### config.mk
export PLATFORM = sky130hd
export DESIGN_NAME = spi_pix_sequencer
export DESIGN_NICKNAME = d
export VERILOG_FILES = /design/src/rtl/spi_pix_sequencer.sv
export SDC_FILE = /design/constraint.sdc
export NUM_CORES = 1
export LEC_CHECK = 0
export ABC_AREA = 0
export CAP_MARGIN = 30
export CORE_MARGIN = 2
export CORE_UTILIZATION = 55
export CTS_CLUSTER_DIAMETER = 120
export DETAILED_ROUTE_END_ITERATION = 10
export DONT_BUFFER_PORTS = 1
export GPL_ROUTABILITY_DRIVEN = 0
export PLACE_DENSITY = 0.68
export RECOVER_POWER = 50
export REMOVE_ABC_BUFFERS = 1
export SLEW_MARGIN = 20
export SYNTH_ARGS = -nofsm -noshare
export SYNTH_HDL_FRONTEND = slang
export SYNTH_SLANG_ARGS = --single-unit
### constraint.sdc
create_clock -name clk_p -period 2.1 [get_ports clk_p]
set_input_delay 0.21 -clock clk_p [delete_from_list [all_inputs] [get_ports clk_p]]
set_output_delay 0.21 -clock clk_p [all_outputs]
set_load 0.01 [all_outputs]
### src/rtl/spi_pix_sequencer.sv
// SPI command sequencer: register file access, pixel-pair streaming into the
// window datapath, and a source mux between the SPI stream and the live camera.
module spi_pix_sequencer #(
  parameter int ImageW = 640,
  parameter int ImageH = 480,
  parameter int RegN   = 8
) (
  input  logic              clk_p,
  input  logic              rst_n,
  input  logic              cs,
  input  logic              byte_vld,
  input  logic [7:0]        byte_dat,
  input  logic              cam_dv,
  input  logic              cam_rst,
  output logic [7:0]        feed_data,
  output logic              pix_en,
  output logic              pix_rst,
  output logic [47:0]       pix_dat,
  output logic [8*RegN-1:0] cfg_flat,
  output logic              screen_rst,
  output logic              frame_done
);
  localparam int Tot = ImageW * ImageH;
  localparam int CW  = (Tot > 1) ? $clog2(Tot) : 1;
  localparam int AW  = (RegN > 1) ? $clog2(RegN) : 1;

  typedef enum logic [1:0] {IDLE, ARG1, ARG2, STREAM} state_t;

  state_t                 state;
  logic                   rd;
  logic [7:0]             addr;
  logic [2:0]             grp;
  logic [47:0]            asm_q;
  logic                   spi_stb;
  logic [CW-1:0]          pix_cnt;
  logic [RegN-1:0][7:0]   regs;
  logic                   spi_mode;
  logic                   byte_ok;
  logic                   addr_ok;

  assign spi_mode = |regs[2];
  assign byte_ok  = 32'(byte_dat) < 32'(RegN);
  assign addr_ok  = 32'(addr) < 32'(RegN);

  always_ff @(posedge clk_p) begin
    if (!rst_n) begin
      state      <= IDLE;
      rd         <= 1'b0;
      addr       <= 8'h00;
      grp        <= 3'd0;
      asm_q      <= 48'h0;
      pix_dat    <= 48'h0;
      spi_stb    <= 1'b0;
      regs       <= '0;
      feed_data  <= 8'hFF;
      screen_rst <= 1'b0;
    end else begin
      spi_stb <= 1'b0;
      // Dropping select wins over any coincident byte and drops a partial group.
      if (!cs) begin
        state <= IDLE;
        grp   <= 3'd0;
      end else if (byte_vld) begin
        case (state)
          IDLE: begin
            feed_data <= 8'hFF;
            case (byte_dat)
              8'h81: begin state <= ARG1; rd <= 1'b1; end
              8'h80: begin state <= ARG1; rd <= 1'b0; end
              8'h55: begin state <= STREAM; grp <= 3'd0; end
              8'h40: screen_rst <= 1'b0;
              8'h41: screen_rst <= 1'b1;
              default: ;
            endcase
          end
          ARG1: begin
            if (rd) begin
              feed_data <= byte_ok ? regs[byte_dat[AW-1:0]] : 8'h00;
              state     <= IDLE;
            end else begin
              addr      <= byte_dat;
              feed_data <= 8'hFF;
              state     <= ARG2;
            end
          end
          ARG2: begin
            if (addr_ok) regs[addr[AW-1:0]] <= byte_dat;
            feed_data <= 8'hFF;
            state     <= IDLE;
          end
          STREAM: begin
            feed_data <= regs[0];
            asm_q     <= {asm_q[39:0], byte_dat};
            if (grp == 3'd5) begin
              grp     <= 3'd0;
              pix_dat <= {asm_q[39:0], byte_dat};
              spi_stb <= spi_mode;
            end else begin
              grp <= grp + 3'd1;
            end
          end
          default: state <= IDLE;
        endcase
      end
    end
  end

  always_ff @(posedge clk_p) begin
    if (!rst_n || screen_rst || !spi_mode)
      pix_cnt <= '0;
    else if (spi_stb)
      pix_cnt <= (pix_cnt == CW'(Tot - 1)) ? '0 : pix_cnt + CW'(1);
  end

  assign cfg_flat   = regs;
  assign pix_en     = spi_mode ? spi_stb : cam_dv;
  assign pix_rst    = spi_mode ? screen_rst : cam_rst;
  assign frame_done = spi_mode & spi_stb & ~screen_rst & (pix_cnt == CW'(Tot - 1));
endmodule

==> summary.md, run 1 <==
| Metric | Value |
|---|---|
| Util after Layout | `0.616` |
| # setup viols final | `1` |
| Cell count after synthesis | `951` |
| Worst setup SP type | `flip-flop` |
| Die Span Y | `between 100 and 150 um` |
| WL/cell | `around 18 um` |
| # rows | `44` |
| # H-tree levels | `4` |
| Area leader, netlist | `dfxtp_1` |
| Clk_lat worst skew | `~440 ps` |
| Reg2reg setup slack | `100 ps` |
| Leak | `between 2 and 3 nW` |
| Final Hold Viols | `0` |
| Vias in the first global route | `roughly 6,300` |
| Top FF cell, synth | `dfxtp_1` |
| Worst min-delay path class | `in -> reg` |
| Crit Path Category | `reg -> out` |
| Worst rel slew slack | `0.365` |
| DRT Pass-1 Iters | `5` |
| TNS Setup | `-8.68 ps` |
| CTS buffer count | `17` |
| Synth warnings | `0` |
| WP buf/inv | `1` |
| Cell Area, Synth | `~0.0080 mm^2` |
| Synth Register Bits | `195` |
| RSZ-0062 raised after global routing | `true` |
| Dpl cells | `approximately 1,100` |
| First-pass GRT wire length | `32,600 um` |
| DRT antenna net count | `0` |
| Commonest non-fill, non-tap cell in the layout | `nand2_1` |
| Final Cycle Share | `1.00` |
| Clock share of power | `0.452` |
| Max_cap viols | `0` |
| CP endpoint kind | `primary output` |
| Peak Freq | `474 MHz` |
| Fin worst setup slack | `-8.68 ps` |
| Initial Util | `0.556` |
| Most frequent cells in the layout | `nand2_1, dfxtp_1, a21oi_1, mux2i_1, nand3_1` |
| Distinct cells, synth | `between 50 and 60` |
| Worst path max stage delay | `530 ps` |
| All-Layer GR Usage | `0.259` |
| Layout cell share with drive strength beyond 1 | `0.0803` |
| Via count | `6,598` |
| Antenna cells | `0` |
| Syn Area/Cell | `about 8.4 um^2` |
| Seq pwr share | `0.519` |
| Minimum clock period | `about 2100 ps` |
| Core area | `0.0144 mm^2` |
| Reg clk slew, reported paths | `approximately 70 ps` |
| CP delay by family, top | `simple AND/OR/NAND/NOR gates` |
| Post-route DRC | `0` |
| Top post-synthesis cells by area | `dfxtp_1, nand2_1, mux2i_1, a21oi_1, nand3_1` |
| Final max-slew violation count | `0` |
| Post-synth top area share | `0.489` |
| Failing checks | `setup timing` |
| Pre-CTS setup slack | `49.3 ps` |
| Die width | `about 120 um` |
| CTS Sinks | `between 150 and 200` |
| Vias/cell | `roughly 5.8` |
| Seq/Total Area, Yosys | `0.489` |
| CP max FO | `5` |
| CTS tree | `built` |
| Clk root buf | `clkbuf_16` |
| GRT overflow | `0` |
| Post-synth EDFFs | `0` |
| Asr flop ratio synth | `0` |
| Final WL | `about 20,000 um` |
| Hold Slack | `21.9 ps` |
| Internal power | `approximately 0.0055 W` |
| IO Port Bufs | `0` |
| Pwr/cell area | `around 810 mW/mm^2` |
| I/O pins | `between 100 and 150` |
| Initial antenna violation count | `0` |
| Max VDD drop | `around 0.00060 V` |
| DP HPWL | `13,000 um` |
| Critical Path RT | `1890 ps` |
| CP arrival | `between 1500 and 2000 ps` |
| Switching Share | `0.226` |
| NumNets Final | `between 900 and 1,000` |
| Maximum root-to-sink buffer count | `2` |
| Worst-Margin Slew | `~950 ps` |
| Post-route insts no fill | `between 1,000 and 1,500` |
| Initial drt markers | `448` |
| Net Switching | `around 0.0016 W` |
| Die Footprint | `between 0.015 and 0.02 mm^2` |
| Setup Skew | `roughly 9.2 ps` |
| Area delta synth->final | `10.9%` |
| CP Cell Sequence | `nand4bb_1 > or4_4 > nor4b_4 > buf_4` |
| Largest net degree at the start of global routing | `97` |
| Comb pwr share | `0.029` |
| Status | `finished with violations` |
| Critical Path Slowest Stage Cell | `or4_4` |
[area by class of cell]
cell class / instances / area [um^2]
clock buffer: 18 / 429
clock inverter: 14 / 153
fill: 1243 / 5520
inverter: 5 / 18.8
multi-input combinational: 684 / 3820
sequential: 195 / 3920
tap: 184 / 230
timing repair buffer: 31 / 278
[metal layers]
metal | wire length [um] | track usage
met3 | 1880 | 0.104
met4 | 285 | 0.0727
met1 | 8300 | 0.312
met2 | 9820 | 0.430
met5 | 0 | 0
[repair_timing]
| item | in CTS | in global routing |
|---|---|---|
| pin swaps | 1 | 2 |
| setup buffers | 0 | 1 |
| hold buffers | 12 | 0 |
| hold endpoints to repair | 102 | 0 |
| resized for setup | 10 | 9 |
| endpoints found under the setup margin | 3 | 13 |
[worst paths after layout]
path | startpoint | to | cells past startpoint
setup / recovery | pix_cnt[14]$_SDFFE_PP0P_ | frame_done | 4
hold / removal | byte_dat[3] | rd$_SDFFE_PN0P_ | 3
setup reg to reg | state[1]$_SDFFE_PN0P_ | grp[0]$_SDFFE_PN0P_ | 7
hold reg to reg | asm_q[38]$_SDFFE_PN0P_ | pix_dat[46]$_SDFFE_PN0P_ | 2
[metrics by stage]
stage,total power [W],area [um^2]
floorplan,0.00390,7700
global placement,0.00394,8110
detailed placement,0.00395,8110
CTS,0.00719,8860
global route,0.00737,8850
finish,0.00716,8850
[state kept, by name, indices dropped and copies added (netlist names)]
signal and cells:
asm_q 40, rd 1, spi_stb 1, cfg_flat 64, pix_cnt 19, feed_data 8, state 2, addr 8
grp 3, screen_rst 1, pix_dat 48
[cells in the mapped netlist, drive strengths merged, types with 8 or more instances]
| cell | instances |
|---|---|
| mux2i | 64 |
| nor2 | 22 |
| nand4 | 11 |
| a31oi | 10 |
| buf | 25 |
| a21oi | 110 |
| o21ai | 38 |
| clkbuf | 42 |
| a22oi | 16 |
| nor4 | 9 |
| o211ai | 8 |
| xor2 | 8 |
| nand2 | 265 |
| nand3 | 48 |
| dfxtp | 195 |
[worst register-to-register path: cells and delay by family (launching register included)]
| kind | cells | cell delay (ps) |
|---|---|---|
| buffers and inverters | 3 | 830 |
| AO/OA/AOI/OAI | 3 | 460 |
| flip-flops | 1 | 400 |
| adder cells (fa/ha/maj) | 1 | 250 |
[logic make-up (layout without fill, tap and decap cells)]
kind of cell,Yosys count,count (layout),share of synthesized area
and+or+nand+nor,400,400,0.226
AOI/OAI and AO/OA,197,197,0.138
DFF,195,195,0.489
buffers and inverters,72,68,0.0376
muxes,66,66,0.0831
xor gates and xnor gates,14,14,0.0154
adders and majority gates,7,7,0.0110
[power groups by stage]
| stage | clock network (W) | logic (W) | registers [W] |
|---|---|---|---|
| 3_3_place_gp | 0 | 0.000140 | 0.00380 |
| 2_1_floorplan | 0 | 0.000102 | 0.00380 |
| 3_5_place_dp | 0 | 0.000143 | 0.00380 |
| 4_1_cts | 0.00327 | 0.000205 | 0.00371 |
| 5_1_grt | 0.00344 | 0.000222 | 0.00371 |
| 6_report | 0.00324 | 0.000209 | 0.00372 |
Power figures use the tool's default switching activity.
==> run 2: changes to the inputs <==
--- a/config.mk
+++ b/config.mk
@@ -13,7 +13,7 @@
 export DETAILED_ROUTE_END_ITERATION = 10
 export DONT_BUFFER_PORTS = 1
 export GPL_ROUTABILITY_DRIVEN = 0
-export PLACE_DENSITY = 0.68
+export PLACE_DENSITY = 0.71
 export RECOVER_POWER = 50
 export REMOVE_ABC_BUFFERS = 1
 export SLEW_MARGIN = 20
==> constraint.sdc (replaced) <==
create_clock -name clk_p -period 1.9 [get_ports clk_p]
set_input_delay 0.19 -clock clk_p [delete_from_list [all_inputs] [get_ports clk_p]]
set_output_delay 0.19 -clock clk_p [all_outputs]
set_load 0.01 [all_outputs]
==> run 2 against run 1 <==
Net effect:
- via count shrank 0.58%
- sequential cell count unchanged
- die area is the same
- cell count up 1.3%
- worst hold slack improved by 17 ps
- setup slack lost 25 ps
- critical path depth unchanged
- clock power increased by 17%
- cell area rose by 3.1%
- first-iteration DRC count up 24%
- combinational power increased by 16%
- non-clock buffer count up 17
- the run still ends with setup timing left
==> summary.md, run 2 (synthesis gave the netlist of run 1 again) <==
| Metric | Value |
|---|---|
| IO Port Bufs | `0 (unchanged)` |
| CP endpoint kind | `primary output (unchanged)` |
| Initial drt markers | `554 (was 448)` |
| Minimum clock period | `between 1500 and 2000 ps` |
| CTS tree | `built (unchanged)` |
| Die width | `124 um (unchanged)` |
| # setup viols final | `1 (unchanged)` |
| All-Layer GR Usage | `0.266 (was 0.259)` |
| Reg clk slew, reported paths | `60 ps (was 70 ps)` |
| R2R Path End | `asm_q[34]$_SDFFE_PN0P_ (was grp[0]$_SDFFE_PN0P_)` |
| Worst min-delay path class | `in -> reg (unchanged)` |
| Initial Util | `0.556 (unchanged)` |
| Peak Freq | `between 500 and 600 MHz` |
| Core area | `0.0144 mm^2 (unchanged)` |
| Power after layout | `0.00814 W (was 0.00716 W)` |
| Post-route insts no fill | `1,146 (was 1,131)` |
| Design area | `0.00912 mm^2 (was 0.00885 mm^2)` |
| Clk_lat worst skew | `440 ps (about the same)` |
| CP arrival | `1740 ps (was 1900 ps)` |
| DRT antenna net count | `0 (unchanged)` |
| GRT overflow | `0 (unchanged)` |
| Commonest non-fill, non-tap cell in the layout | `nand2_1 (unchanged)` |
| Post-route DRC | `0 (unchanged)` |
| Final Hold Viols | `0 (unchanged)` |
| Reg area | `0.00392 mm^2 (about the same)` |
| Reg2Reg Launch Point | `state[0]$_SDFFE_PN0P_ (was state[1]$_SDFFE_PN0P_)` |
| Max FFs per register | `64 (unchanged)` |
| Via count | `6,560 (was 6,598)` |
| Worst Hold Launch | `byte_vld (was byte_dat[3])` |
| Initial antenna violation count | `0 (unchanged)` |
| Largest net degree at the start of global routing | `97 (unchanged)` |
| CP max FO | `2 (was 5)` |
| Most frequent cells in the layout | `nand2_1, dfxtp_1, a21oi_1, mux2i_1, nand3_1 (unchanged)` |
| Max_cap viols | `0 (unchanged)` |
| Worst hold path cell count | `2 (was 3)` |
| Failing checks | `setup timing (unchanged)` |
| Reg2reg setup slack | `80 ps (was 100 ps)` |
| WL/cell | `17.9 um (about the same)` |
| Crit Path Category | `reg -> out (unchanged)` |
| I/O pins | `138 (unchanged)` |
| CTS Sinks | `195 (unchanged)` |
| Area delta synth->final | `14.3% (was 10.9%)` |
| Leak | `3.09 nW (was 2.96 nW)` |
| Pwr/cell area | `892 mW/mm^2 (was 809 mW/mm^2)` |
| Filler instances | `1,204 (was 1,243)` |
| Dpl cells | `1,102 (was 1,086)` |
| Antenna cells | `0 (unchanged)` |
| Layout cell share with drive strength beyond 1 | `0.101 (was 0.0803)` |
| Maximum root-to-sink buffer count | `2 (unchanged)` |
| Setup Skew | `8.90 ps (was 9.21 ps)` |
| DP HPWL | `12,600 um (was 13,000 um)` |
| First-pass GRT wire length | `33,200 um (was 32,600 um)` |
| Hold Crit Endpoint | `grp[2]$_SDFFE_PN0P_ (was rd$_SDFFE_PN0P_)` |
| Placed standard-cell area | `0.00824 mm^2 (was 0.00811 mm^2)` |
| Vias/cell | `5.72 (was 5.83)` |
| Die Footprint | `0.0155 mm^2 (unchanged)` |
| Area of the multi-input gates | `0.00390 mm^2 (was 0.00382 mm^2)` |
| Die Span Y | `124 um (unchanged)` |
| Vias in the first global route | `6,269 (was 6,262)` |
| CTS buffer count | `17 (unchanged)` |
| Worst-Margin Slew | `537 ps (was 952 ps)` |
| Util after Layout | `0.635 (was 0.616)` |
| DRT Pass-1 Iters | `5 (unchanged)` |
| Status | `finished with violations (unchanged)` |
| Reg2reg path depth | `5 (was 7)` |
| Critical Path RT | `1710 ps (was 1890 ps)` |
| Final max-slew violation count | `0 (unchanged)` |
| # rows | `44 (unchanged)` |
| Worst rel slew slack | `0.642 (was 0.365)` |
| CP startpoint | `pix_cnt[12]$_SDFFE_PP0P_ (was pix_cnt[14]$_SDFFE_PP0P_)` |
| Final WL | `20,500 um (was 20,300 um)` |
| Clk root buf | `clkbuf_16 (unchanged)` |
| Max VDD drop | `0.000665 V (was 0.000605 V)` |
| Final Cycle Share | `1.02` |
| Fin worst setup slack | `-33.6 ps (was -8.68 ps)` |
| Pre-CTS setup slack | `58.5 ps (was 49.3 ps)` |
| NumNets Final | `972 (was 955)` |
| # H-tree levels | `4 (unchanged)` |
| RSZ-0062 raised after global routing | `true (unchanged)` |
| Worst setup SP type | `flip-flop (unchanged)` |
-- run 2: cell count changes in the layout (fill, tap and decap cells not counted), sizes merged --
cell / change
clkinv: -2
clkinvlp: -2
clkbuf: -2
dlygate4sd3: -1
inv: -1
bufinv: +2
buf: +21
-- run 2: what timing repair did --
| item | CTS | global route |
|---|---|---|
| endpoints found under the hold margin | 102 | 0 |
| gates resized for setup | 18 | 16 |
| setup buffers | 3 | 0 |
| setup endpoints to repair | 3 | 61 |
| pin swaps | 3 | 2 |
| hold buffers | 11 | 0 |
-- run 2: power breakdown --
part	switching, W	internal, W	leakage [nW]
sequential	0.0000128	0.00409	1.58
combinational	0.000160	0.0000830	1.21
clock	0.00155	0.00224	0.304
total	0.00172	0.00641	3.09
-- run 2: area by class of cell --
type | instances | share of cell area
clock buffers | 19 | 0.0486
clock inverters | 11 | 0.0191
inverters | 5 | 0.00206
multi-input cells | 684 | 0.428
flip-flops and latches | 195 | 0.429
well taps | 184 | 0.0252
repair buffers | 48 | 0.0481
-- run 2: per-layer routing --
metal,global-route usage,vias to the layer above,wire [um]
met5,0,-,0
met4,0.102,0,573
met3,0.110,44,2010
met2,0.408,230,9340
met1,0.333,3009,8580
li1,-,3277,-
-- run 2: how the worst max path moves through the flow --
| stage | endpoint | depth (start not counted) | slack [ps] |
|---|---|---|---|
| 4_1_cts | frame_done | 4 | -50 |
| 2_1_floorplan | spi_stb$_SDFF_PN0_ | 4 | -1530 |
| 6_report | frame_done | 4 | -30 |
| 3_5_place_dp | pix_dat[47]$_SDFFE_PN0P_ | 6 | 60 |
| 3_3_place_gp | pix_dat[25]$_SDFFE_PN0P_ | 6 | 100 |
| 5_1_grt | frame_done | 4 | -100 |
-- run 2: critical path, cell delays in order (launching register included) --
cell and delay [ps]:
dfxtp_4 340, nand4bb_1 160, or4_4 450, nor4b_4 210, buf_4 150
-- run 2: metrics by stage --
stage / TNS [ps] / hold WS [ps]
floorplan: -78550 / 289
global placement: 0 / 308
detailed placement: 0 / 313
CTS: -52.1 / 1.57
global route: -1010 / 38.1
finish: -33.6 / 39.2
==> run 3: changes to the inputs <==
--- a/config.mk
+++ b/config.mk
@@ -6,6 +6,7 @@
 export NUM_CORES = 1
 export LEC_CHECK = 0
 export ABC_AREA = 0
+export ABC_CLOCK_PERIOD_IN_PS = 1900
 export CAP_MARGIN = 30
 export CORE_MARGIN = 2
 export CORE_UTILIZATION = 55
==> results of run 3 <==
Final layout, timing and power as in run 2 (identical DEF).
